## config.mk

```make
export PLATFORM = sky130hd
export DESIGN_NAME = ps2_scan_receiver
export DESIGN_NICKNAME = d
export VERILOG_FILES = /design/src/rtl/ps2_pkg.sv /design/src/rtl/ps2_line_filter.sv /design/src/rtl/ps2_scan_receiver.sv
export SDC_FILE = /design/constraint.sdc
export NUM_CORES = 1
export LEC_CHECK = 0
export ABC_CLOCK_PERIOD_IN_PS = 1800
export BUFFER_PORTS_ARGS = -buffer_cell sky130_fd_sc_hd__buf_2
export CAP_MARGIN = 40
export CORE_ASPECT_RATIO = 0.9
export CORE_MARGIN = 2
export CORE_UTILIZATION = 30
export DETAILED_ROUTE_END_ITERATION = 10
export SLEW_MARGIN = 15
export SYNTH_ARGS = -nofsm -noshare
export SYNTH_HDL_FRONTEND = slang
export SYNTH_SLANG_ARGS = --single-unit
```

## constraint.sdc

```tcl
create_clock -name clk -period 1.8 [get_ports clk]
set_clock_uncertainty 0.05 [all_clocks]
set_input_delay 0.36 -clock clk [delete_from_list [all_inputs] [get_ports clk]]
set_output_delay 0.36 -clock clk [all_outputs]
set_load 0.03 [all_outputs]
```

## src/rtl/ps2_pkg.sv

```systemverilog
// Shared constants and types for the PS/2 scan-code receiver.
package ps2_pkg;

  localparam logic [7:0] PS2_CODE_EXT   = 8'hE0;
  localparam logic [7:0] PS2_CODE_BREAK = 8'hF0;

  // start + 8 data + parity + stop
  localparam int PS2_FRAME_LEN = 11;

  typedef enum logic [1:0] {
    IDLE   = 2'd0,
    DATA   = 2'd1,
    PARITY = 2'd2,
    STOP   = 2'd3
  } ps2_state_t;

endpackage

```

## src/rtl/ps2_line_filter.sv

```systemverilog
// Synchronises the raw PS/2 lines, deglitches ps2_clk and emits a one-cycle
// pulse on each filtered falling edge. SYNC_STAGES must be at least 2.
module ps2_line_filter #(
  parameter int SYNC_STAGES = 2,
  parameter int FILTER_LEN  = 8
) (
  input  logic clk,
  input  logic rst,
  input  logic ps2_clk,
  input  logic ps2_data,
  output logic data_s,
  output logic fall
);

  localparam int CW = $clog2(FILTER_LEN + 1);

  logic [SYNC_STAGES-1:0] clk_sync_q, clk_sync_d;
  logic [SYNC_STAGES-1:0] data_sync_q, data_sync_d;
  logic [CW-1:0]          flt_cnt_q, flt_cnt_d;
  logic                   flt_q, flt_d;
  logic                   fall_q, fall_d;
  logic                   clk_s;

  assign clk_s  = clk_sync_q[SYNC_STAGES-1];
  assign data_s = data_sync_q[SYNC_STAGES-1];
  assign fall   = fall_q;

  // The filtered level flips only after FILTER_LEN consecutive disagreeing samples.
  always_comb begin
    clk_sync_d  = {clk_sync_q[SYNC_STAGES-2:0], ps2_clk};
    data_sync_d = {data_sync_q[SYNC_STAGES-2:0], ps2_data};
    flt_d       = flt_q;
    flt_cnt_d   = '0;
    fall_d      = 1'b0;
    if (clk_s != flt_q) begin
      if (flt_cnt_q == CW'(FILTER_LEN - 1)) begin
        flt_d  = clk_s;
        fall_d = flt_q;
      end else begin
        flt_cnt_d = flt_cnt_q + 1'b1;
      end
    end
  end

  always_ff @(posedge clk or negedge rst) begin
    if (!rst) begin
      clk_sync_q  <= '1;
      data_sync_q <= '1;
      flt_cnt_q   <= '0;
      flt_q       <= 1'b1;
      fall_q      <= 1'b0;
    end else begin
      clk_sync_q  <= clk_sync_d;
      data_sync_q <= data_sync_d;
      flt_cnt_q   <= flt_cnt_d;
      flt_q       <= flt_d;
      fall_q      <= fall_d;
    end
  end

endmodule

```

## src/rtl/ps2_scan_receiver.sv

```systemverilog
// PS/2 keyboard receiver: frames bytes, drops break sequences, tracks the E0
// prefix and strobes each accepted make code out on Cambio/got_data.
module ps2_scan_receiver
  import ps2_pkg::*;
#(
  parameter int SYNC_STAGES = 2,
  parameter int FILTER_LEN  = 8,
  parameter int TIMEOUT_CYC = 20000
) (
  input  logic       clk,
  input  logic       rst,
  input  logic       ps2_clk,
  input  logic       ps2_data,
  output logic [7:0] Cambio,
  output logic       got_data,
  output logic       ext_key,
  output logic       frame_err
);

  localparam int DATA_BITS = PS2_FRAME_LEN - 3;
  localparam int TW        = $clog2(TIMEOUT_CYC + 1);

  logic data_s;
  logic fall;

  ps2_state_t    state_q, state_d;
  logic [2:0]    bit_cnt_q, bit_cnt_d;
  logic [7:0]    shift_q, shift_d;
  logic          par_q, par_d;
  logic [TW-1:0] tmo_q, tmo_d;
  logic [7:0]    cambio_q, cambio_d;
  logic          got_data_q, got_data_d;
  logic          ext_key_q, ext_key_d;
  logic          frame_err_q, frame_err_d;
  logic          ext_pend_q, ext_pend_d;
  logic          brk_pend_q, brk_pend_d;

  ps2_line_filter #(
    .SYNC_STAGES (SYNC_STAGES),
    .FILTER_LEN  (FILTER_LEN)
  ) u_line_filter (
    .clk      (clk),
    .rst      (rst),
    .ps2_clk  (ps2_clk),
    .ps2_data (ps2_data),
    .data_s   (data_s),
    .fall     (fall)
  );

  assign Cambio    = cambio_q;
  assign got_data  = got_data_q;
  assign ext_key   = ext_key_q;
  assign frame_err = frame_err_q;

  always_comb begin
    state_d     = state_q;
    bit_cnt_d   = bit_cnt_q;
    shift_d     = shift_q;
    par_d       = par_q;
    tmo_d       = '0;
    cambio_d    = cambio_q;
    ext_key_d   = ext_key_q;
    got_data_d  = 1'b0;
    frame_err_d = 1'b0;
    ext_pend_d  = ext_pend_q;
    brk_pend_d  = brk_pend_q;

    // A stalled partial frame is abandoned without touching the prefix flags.
    if (state_q != IDLE && !fall) begin
      if (tmo_q == TW'(TIMEOUT_CYC - 1)) begin
        frame_err_d = 1'b1;
        state_d     = IDLE;
      end else begin
        tmo_d = tmo_q + 1'b1;
      end
    end

    if (fall) begin
      case (state_q)
        IDLE: begin
          if (!data_s) begin
            state_d   = DATA;
            bit_cnt_d = '0;
          end
        end
        DATA: begin
          shift_d   = {data_s, shift_q[7:1]};
          bit_cnt_d = bit_cnt_q + 1'b1;
          if (bit_cnt_q == 3'(DATA_BITS - 1)) state_d = PARITY;
        end
        PARITY: begin
          par_d   = data_s;
          state_d = STOP;
        end
        STOP: begin
          state_d = IDLE;
          if (data_s && (^{shift_q, par_q})) begin
            if (shift_q == PS2_CODE_EXT) begin
              ext_pend_d = 1'b1;
            end else if (shift_q == PS2_CODE_BREAK) begin
              brk_pend_d = 1'b1;
            end else if (brk_pend_q) begin
              brk_pend_d = 1'b0;
              ext_pend_d = 1'b0;
            end else begin
              cambio_d   = shift_q;
              ext_key_d  = ext_pend_q;
              got_data_d = 1'b1;
              ext_pend_d = 1'b0;
            end
          end else begin
            frame_err_d = 1'b1;
          end
        end
        default: state_d = IDLE;
      endcase
    end
  end

  always_ff @(posedge clk or negedge rst) begin
    if (!rst) begin
      state_q     <= IDLE;
      bit_cnt_q   <= '0;
      shift_q     <= '0;
      par_q       <= 1'b0;
      tmo_q       <= '0;
      cambio_q    <= 8'h00;
      got_data_q  <= 1'b0;
      ext_key_q   <= 1'b0;
      frame_err_q <= 1'b0;
      ext_pend_q  <= 1'b0;
      brk_pend_q  <= 1'b0;
    end else begin
      state_q     <= state_d;
      bit_cnt_q   <= bit_cnt_d;
      shift_q     <= shift_d;
      par_q       <= par_d;
      tmo_q       <= tmo_d;
      cambio_q    <= cambio_d;
      got_data_q  <= got_data_d;
      ext_key_q   <= ext_key_d;
      frame_err_q <= frame_err_d;
      ext_pend_q  <= ext_pend_d;
      brk_pend_q  <= brk_pend_d;
    end
  end

endmodule

```

* Word-level counts from Yosys, hierarchy flattened
Cells that the tools add are included.
** Word-level totals
- Output and inout port bits :: 11
- Logic and storage cells :: 75
- Bits in registers :: 52
- Bits of input ports :: 4
** Cells by class
- $add $sub $neg :: 3
- Eq/ne operators :: 11
- Mux-type cells :: 28
- Reductions and logical operators :: 14
- Bitwise operators :: 3
** Operators by type and width (number)
- $mux 15 :: 2
- $eq 8x8->1 const B :: 2
- $mux 1 :: 16
- $add 15x1->15 const B :: 1
- $eq 15x15->1 const B :: 1
- $mux 2 :: 5
- $reduce_xor 9->1 :: 1
- $mux 4 :: 2
- $pmux 2 s4 :: 1
- $reduce_and 4->1 :: 2
- $pmux 3 s2 :: 1
- $reduce_and 2->1 :: 3
- $reduce_and 6->1 :: 1
- $add 4x1->4 const B :: 1
- $eq 2x2->1 const B :: 2
- $eq 4x3->1 const B :: 1
- $ne 2x2->1 const B :: 2
- $reduce_bool 2->1 :: 2
- $add 3x1->3 const B :: 1
- $eq 3x3->1 const B :: 1
- $mux 3 :: 1
- $not 1->1 :: 3
- $reduce_and 3->1 :: 1
- $eq 2x1->1 const B :: 1
- other kinds (4) :: 5

* Longest topological paths before layout
Gate-level depths: netlist of the first run.
- Word-level depth :: 6
- Gate-level depth with buffers :: 7
- Mapped depth without buffers :: 6

* Hierarchy
From an unflattened synthesis of the first run, not the netlist that was laid out.
** Unflattened totals
- Cells, all modules :: 212
- Area total of the unflattened synthesis :: 2292.2 um2
** By module, submodules not included
- ps2_scan_receiver :: area an instance 1928.1 um2, cells each 189, seq. area each 1051.0 um2, times used 1
- ps2_line_filter :: area an instance 364.1 um2, cells each 23, seq. area each 256.5 um2, times used 1

* Least setup slack after synthesis of the first run
Ideal clock, no wire load.
- Path type :: reg2reg
- Start point :: reg shift_q[2]
- End point :: reg cambio_q[0] (netlist: Cambio[0])
- Data arrival time :: 1.761 ns
- Period minus slack after synthesis :: 1.936 ns
- Path buffers :: 0
- Setup slack :: -0.136 ns
- Stages on the path, launching flop included :: 5
- Data required time :: 1.625 ns
- Setup time :: 0.125 ns
- Cell sequence :: dfrtp_1 xor2_1 xnor3_2 mux2i_4 mux2_2
** On the way
- Longest elaborated chain between the ends :: 3
- Elaborated cells on any way between the ends :: 7
- Classes of those cells :: 2 x eq/ne; 2 x bitwise; 3 x reduce/logical
** Ends and longest elaborated chain
- from (decl) :: RTL line ps2_scan_receiver.sv:28 : logic [7:0] shift_q, shift_d;
- from (signal assigned) :: RTL line ps2_scan_receiver.sv:136 : shift_q <= shift_d;
- $eq 8x8->1, or another cell as far along :: RTL line ps2_scan_receiver.sv:100 : end else if (shift_q == PS2_CODE_BREAK) begin
- $not 1->1 (no source line) / $logic_and 1x1->1 (equally long branches)
- $reduce_and 6->1 (no source line) (*)
- to (signal assigned) :: RTL line ps2_scan_receiver.sv:139 : cambio_q <= cambio_d;
- to (decl) :: RTL line ps2_scan_receiver.sv:31 : logic [7:0] cambio_q, cambio_d;
Mark *: on every way between the ends. The rest lies on a longest branch, timed or not.
A chain may end at the register's enable or synchronous reset.

* Final worst setup path of the first run
- Start point :: reg shift_q[1]
- End point :: reg ext_key_q (netlist: ext_key)
** On the way
- Longest elaborated chain between the ends :: 3
- Elaborated cells on any way between the ends :: 7
- Classes of those cells :: 2 x eq/ne; 2 x bitwise; 3 x reduce/logical
** Ends and longest elaborated chain
- $eq 8x8->1, or another cell as far along :: RTL line ps2_scan_receiver.sv:100
- $not 1->1 (no source line) / $logic_and 1x1->1 (equally long branches)
- $reduce_and 6->1 (no source line) (*)
- to (signal assigned) :: RTL line ps2_scan_receiver.sv:141 : ext_key_q <= ext_key_d;
- to (decl) :: RTL line ps2_scan_receiver.sv:33 : logic ext_key_q, ext_key_d;
Marked as above.

==> results of run 1 <==
[worst paths after layout]
path | startpoint | end | slack (ns) | cells past startpoint
hold / removal | ps2_clk | u_line_filter.clk_sync_q[0]$_DFF_PN1_ | 0.11 | 1
min in group asynchronous | rst | got_data$_DFF_PN0_ | 0.50 | 2
setup reg to reg | shift_q[1]$_DFFE_PN0P_ | ext_key$_DFFE_PN0P_ | -0.14 | 5
setup / recovery | shift_q[1]$_DFFE_PN0P_ | ext_key$_DFFE_PN0P_ | -0.14 | 5
max in group asynchronous | rst | u_line_filter.data_sync_q[0]$_DFF_PN1_ | 0.63 | 3
hold reg to reg | u_line_filter.data_sync_q[0]$_DFF_PN1_ | u_line_filter.data_sync_q[1]$_DFF_PN1_ | 0.31 | 0
[cell usage in the layout (no fill, tap or decap), drive strengths merged, types with 4 or more instances in the layout]
cell    count
xor2       10
nand2      13
nand2b      4
nand4       5
ha          4
clkbuf      5
dfrtp      47
buf        43
nor3        5
inv         6
xnor2       6
nand3       7
o21ai       9
nor2       18
mux2       17
dfstp       5
a21oi       5
[timing repair]
| item | 4_1_cts | 5_1_grt |
|---|---|---|
| setup buffers | 6 | 2 |
| hold buffers | 1 | 0 |
| endpoints found under the hold margin | 15 | 0 |
| endpoints found under the setup margin | 12 | 13 |
| gates resized for setup | 8 | 10 |
| pin swaps | 5 | 2 |
[registers in the layout (all words and copies together) (netlist names)]
register                   cells
ext_pend_q                     1
u_line_filter.fall             1
got_data                       1
par_q                          1
state_q                        2
u_line_filter.flt_q            1
tmo_q                         15
bit_cnt_q                      3
u_line_filter.flt_cnt_q        4
shift_q                        8
u_line_filter.data_sync_q      2
ext_key                        1
Cambio                         8
frame_err                      1
brk_pend_q                     1
u_line_filter.clk_sync_q       2
[power by group through the flow]
stage | clock [mW] | sequential [mW] | combinational [mW]
floorplan | 0 | 1.27 | 0.0743
global placement | 0 | 1.27 | 0.127
detailed placement | 0 | 1.27 | 0.128
CTS | 0.825 | 1.25 | 0.131
global route | 0.871 | 1.26 | 0.150
finish | 0.785 | 1.25 | 0.127
[worst max-delay path, cell delays in order, from the launching register on]
cell,delay [ns]
dfrtp_1,0.39
xor3_2,0.48
a2111oi_4,0.35
mux2i_4,0.12
buf_12,0.16
mux2_2,0.26
[cell families (layout without fill, tap and decap cells)]
family / count (synthesis) / in the layout / synth area share, %
DFF: 52 / 52 / 55.2
adders and majority gates: 4 / 4 / 2.11
AOI/OAI and AO/OA: 23 / 23 / 6.76
buffers and inverters: 12 / 58 / 1.95
muxes: 20 / 20 / 9.88
and+or+nand+nor: 70 / 70 / 15.2
xor gates and xnor gates: 19 / 19 / 8.87
[layout make-up]
class / count / area [um^2] / share of cell area (%)
Clock inverter: 3 / 42.5 / 1.42
Multi-Input combinational cell: 136 / 1080 / 36.2
Timing Repair Buffer: 44 / 347 / 11.6
Inverter: 6 / 22.5 / 0.752
Tap cell: 96 / 120 / 4.01
Sequential cell: 52 / 1310 / 43.8
Clock buffer: 5 / 68.8 / 2.30
[stage by stage]
step           instance area, um^2  worst slack [ns]
2_1_floorplan                 2370            -0.105
3_3_place_gp                  2730            -0.194
3_5_place_dp                  2730            -0.228
4_1_cts                       2960            -0.136
5_1_grt                       2990            -0.187
6_report                      2990            -0.136
[metal layers]
metal / vias to the layer above / wire (um) / global-route usage (%) / share of wire, %
met5: - / 0 / 0 / 0
met2: 12 / 1960 / 16.3 / 46
li1: 797 / - / - / -
met1: 780 / 2210 / 15.6 / 52
met4: 0 / 31 / 2.90 / 0.72
met3: 2 / 73 / 2.45 / 1.7
==> metrics.md, run 1 <==
| Metric | Value |
|---|---|
| Worst endpoint required time | `1.93 ns` |
| Leakage power | `1.40 nW` |
| DRT Pass-1 Iters | `4` |
| Area share of the leading cell type in the synthesized netlist | `49.7%` |
| Post-synth ARST share | `100%` |
| Power share of the sequential group | `57.8%` |
| Starting Density | `31.2%` |
| Area grow syn2layout | `26.4%` |
| Synth top cells by count | `dfrtp_1 (47), nor2_1 (18), mux2_2 (17)` |
| EDFF count, synth | `0` |
| Core Util, Final | `39.5%` |
| H-tree Lvls | `2` |
| Finish-stage setup viols | `10` |
| Post-route ant nets | `0` |
| Avg Inst Size Synth | `roughly 12 um^2` |
| # diodes | `0` |
| Critical path class | `flip-flop to flip-flop` |
| Worst hold slack | `between 0.1 and 0.15 ns` |
| Die X | `97.7 um` |
| Synth area leaders | `dfrtp_1 (50%), mux2_2 (8.1%), dfstp_2 (5.5%)` |
| Maximum VDD drop | `0.440 mV` |
| Nets | `about 250` |
| Root Buffer | `clkbuf_8` |
| Num rows | `30` |
| #FFs+latches synth | `52` |
| CTS max path bufs | `2` |
| PnR Total Power | `2.16 mW` |
| Post-Layout Cell Count | `342` |
| Critical Path Start Type | `flip-flop` |
| Status | `finished, violations left` |
| Vias/cell | `4.65` |
| Num CTS Buffers | `5` |
| Max-Cap Viols | `0` |
| Clock Power Share | `a little over a third` |
| Post-Syn Nets | `208` |
| Worst skew pair latency | `0.30 ns` |
| Share of cells above drive strength 1 | `~36%` |
| Count of cell types in the netlist | `39` |
| Post-layout min period | `1.94 ns` |
| Post-Route WL | `4.28 mm` |
| Total GRT Usage | `between 10% and 20%` |
| Fillers | `between 700 and 800` |
| Switching Fraction | `between 20% and 30%` |
| Power per cell area | `721 nW/um^2` |
| Gate power share | `5.9%` |
| Initial antenna violation count | `0` |
| Crit. End Element | `flip-flop` |
| Wire length per cell | `12.5 um` |
| Final WS setup | `-0.136 ns` |
| DP Cell Count | `326` |
| Failing checks | `setup timing` |
| GRT Residual Overflow | `0` |
| Final Hold Viols | `0` |
| Final Max Tran Viols | `0` |
| Internal power | `1.69 mW` |
| Setup_tns | `-1.26 ns` |
| Max Clock Freq | `0.516 GHz` |
| Slew at the pin closest to its max-slew limit | `~0.52 ns` |
| Worst Path Arrival | `2.07 ns` |
| Mapped Cells | `200` |
| First-pass GRT wire length | `7.42 mm` |
| DRC Markers | `0` |
| Relative slew slack | `65.5%` |
| NetSw | `between 0.4 and 0.5 mW` |
| Period Utilization, post-route | `108%` |
| Core Area | `approximately 7600 um^2` |
| Area leader, netlist | `dfrtp_1` |
| RSZ-0062 raised after global routing | `yes` |
| 1st-iter DRT viols | `75` |
| Vias in the first global route | `1556` |
| Largest net degree at the start of global routing | `21` |
| Number of I/O pins | `15` |
| Clock Pin Slew Worst Setup and Hold Paths | `around 0.1 ns` |
| Cell Area, Synth | `2370 um^2` |
| Die Y | `88.3 um` |
| Post-synthesis sequential area ratio | `55.2%` |
| Clk sinks | `52` |
| Die Area | `8620 um^2` |
| YS warnings | `0` |
| HPWL after detailed placement | `3.00 mm` |
| CP Max Fanout | `10` |
| GPL Wtd Cong | `0.782` |
| Hold Crit Class | `input port to flip-flop` |
| Most common cell in the netlist | `dfrtp_1` |
| Vias | `1591` |
| CTS tree | `yes` |
| Primary FF master, synth | `dfrtp_1` |
| IO buf count | `14` |
No activity file was read; power rests on OpenSTA's default activity.
==> run 2: changes to the inputs <==
RECOVER_POWER = 50   (was default)
==> run 2 against run 1 <==
  * The flow still finishes with violations (setup timing)
  * Clock power about the same
  * Worst hold slack got worse by 0.00075 ns
  * Final cell count unchanged
  * Register-to-register slack about the same
  * Total power decreased by 0.42%
  * Fmax about the same
  * Design area decreased by 1.1%
  * Core utilization decreased by 0.45 points
  * Non-clock buffer count unchanged
  * Die area unchanged
  * First-iteration DRC count increased by 16%
  * Wire length about the same
  * Highest routed layer unchanged
==> metrics.md, run 2 (synthesis results as in run 1) <==
| Metric | Value |
|---|---|
| Status | `finished, violations left` |
| Failing checks | `setup timing` |
| Hold path startpoint | `ps2_clk` |
| Worst skew pair latency | `0.30 ns (about the same)` |
| Starting Density | `31.2% (unchanged)` |
| Num CTS Buffers | `5 (unchanged)` |
| CTS max path bufs | `2 (unchanged)` |
| Critical path class | `flip-flop to flip-flop` |
| HPWL after detailed placement | `3.00 mm (unchanged)` |
| Final WS setup | `-0.135 ns (+0.00141 ns)` |
| Worst-path cell chain | `xor3_2 -> a2111oi_4 -> mux2i_4 -> buf_12 -> mux2_2` |
| Hold Crit Class | `input port to flip-flop` |
| Commonest non-fill, non-tap cell in the layout | `dfrtp_1` |
| Vias/cell | `4.69 (+0.82%)` |
| Max stage delay cell, worst path | `xor3_2` |
| CP Max Fanout | `10 (unchanged)` |
| Finish-stage setup viols | `10 (unchanged)` |
| Post-route ant nets | `0 (unchanged)` |
| Final Max Tran Viols | `0 (unchanged)` |
| Initial antenna violation count | `0 (unchanged)` |
| Critical Path Start Type | `flip-flop` |
| Worst endpoint required time | `1.93 ns (about the same)` |
| Core Util, Final | `39.0% (-0.45 points)` |
| Period Utilization, post-route | `107% (about the same)` |
| Root Buffer | `clkbuf_8` |
| Fillers | `742 (+0.41%)` |
| Num rows | `30 (unchanged)` |
| Reg2reg setup slack | `-0.13 ns (about the same)` |
| Number of I/O pins | `15 (unchanged)` |
| Nets | `253 (unchanged)` |
| Largest Register | `tmo_q` |
| Post-Route WL | `4.28 mm (about the same)` |
| Area grow syn2layout | `25.0%` |
| Pre-CTS setup slack | `-0.228 ns (unchanged)` |
| GRT Residual Overflow | `0 (unchanged)` |
| GPL Wtd Cong | `0.782 (unchanged)` |
| Max-Cap Viols | `0 (unchanged)` |
| Maximum VDD drop | `0.440 mV (about the same)` |
| Largest net degree at the start of global routing | `21 (unchanged)` |
| # diodes | `0 (unchanged)` |
| Final Hold Viols | `0 (unchanged)` |
| Max reg flops | `15 (unchanged)` |
| DRC Markers | `0 (unchanged)` |
| R2R Path End | `ext_key$_DFFE_PN0P_` |
| Power per cell area | `726 nW/um^2 (+0.71%)` |
| IO buf count | `14 (unchanged)` |
| PnR Total Power | `2.15 mW (-0.42%)` |
| First-pass GRT wire length | `7.42 mm (unchanged)` |
| FF/Latch Area | `1310 um^2 (unchanged)` |
| 1st-iter DRT viols | `87 (+16%)` |
| Post-layout min period | `1.93 ns (-0.00141 ns)` |
| FF-to-FF path depth | `5 (unchanged)` |
| Total GRT Usage | `10.7% (unchanged)` |
| DRT Pass-1 Iters | `4 (unchanged)` |
| Min-Delay Endpoint | `u_line_filter.clk_sync_q[0]$_DFF_PN1_` |
| Multi-input logic area | `1080 um^2 (unchanged)` |
| Wire length per cell | `12.5 um (about the same)` |
| Core Area | `7580 um^2 (unchanged)` |
| Vias in the first global route | `1556 (unchanged)` |
| Hold path depth | `1 (unchanged)` |
| Share of cells above drive strength 1 | `35.0% (-0.81 points)` |
| H-tree Lvls | `2 (unchanged)` |
| Die Area | `8620 um^2 (unchanged)` |
| Worst Path Arrival | `2.07 ns (about the same)` |
| Crit. End Element | `flip-flop` |
| Die X | `97.7 um (unchanged)` |
| Clk sinks | `52 (unchanged)` |
| Leakage power | `1.38 nW (-1.1%)` |
| R2R Path Start | `shift_q[1]$_DFFE_PN0P_` |
| Relative slew slack | `66.5% (+1.0 points)` |
| Die Y | `88.3 um (unchanged)` |
| Most frequent cells in the layout | `dfrtp_1 (45), buf_4 (22), nor2_1 (18), mux2_2 (17)` |
| Vias | `1604 (+0.82%)` |
| Max Clock Freq | `0.517 GHz (about the same)` |
| CTS tree | `yes` |
| Crit path largest cell delay | `0.48 ns (about the same)` |
| Slew at the pin closest to its max-slew limit | `0.502 ns (-0.0154 ns)` |
| Clock Pin Slew Worst Setup and Hold Paths | `0.10 ns (about the same)` |
| RSZ-0062 raised after global routing | `yes` |
-- run 2: through the flow --
stage               hold WS [ns]  instance area [um^2]  std cells  TNS [ns]
global route              0.0755                  2960        342     -1.78
detailed placement         0.297                  2730        326     -2.18
CTS                       0.0883                  2960        341     -1.04
global placement           0.296                  2730        326     -1.89
floorplan                 0.0144                  2370        200    -0.942
finish                     0.106                  2960        342     -1.25
-- run 2: worst max-delay path by stage --
stage,start,to,slack (ns)
6_report,shift_q[1]$_DFFE_PN0P_,ext_key$_DFFE_PN0P_,-0.13
5_1_grt,shift_q[4]$_DFFE_PN0P_,brk_pend_q$_DFFE_PN0P_,-0.19
4_1_cts,shift_q[4]$_DFFE_PN0P_,brk_pend_q$_DFFE_PN0P_,-0.14
3_5_place_dp,shift_q[5]$_DFFE_PN0P_,ext_key$_DFFE_PN0P_,-0.23
3_3_place_gp,shift_q[5]$_DFFE_PN0P_,Cambio[6]$_DFFE_PN0P_,-0.19
2_1_floorplan,shift_q[5]$_DFFE_PN0P_,Cambio[0]$_DFFE_PN0P_,-0.10
-- run 2: report_power, final --
group	internal, mW	switching (mW)	total, mW	leakage [nW]
logic	0.0534	0.0644	0.118	0.624
registers	1.22	0.0292	1.25	0.703
clock network	0.412	0.373	0.785	0.0541
total	1.68	0.467	2.15	1.38
-- run 2: routing by layer --
layer  wire, um  global-route usage, %
met1       2170                   15.6
met2       1950                   16.3
met3        126                   2.45
met4         31                   2.90
met5          0                      0
-- run 2: critical path: cells and delay by family (launching register included) --
family,cells,cell delay [ns]
compound gates,1,0.35
flops,1,0.39
xor+xnor,1,0.48
buf+inv,1,0.16
mux,2,0.38
-- run 2: cell type report --
class	instances	share of cell area [%]
Sequential cell	52	44.3
Multi-Input combinational cell	136	36.6
Timing Repair Buffer	44	10.6
Tap cell	96	4.06
Clock buffer	5	2.32
Clock inverter	3	1.44
Inverter	6	0.761
-- run 2: timing repair --
item / 4_1_cts / 5_1_grt
pin swaps: 5 / 2
buffers inserted: 6 / 2
cloned: 0 / 0
gates resized for setup: 8 / 10
endpoints found under the hold margin: 15 / 0
hold buffers: 1 / 0
endpoints found under the setup margin: 12 / 13
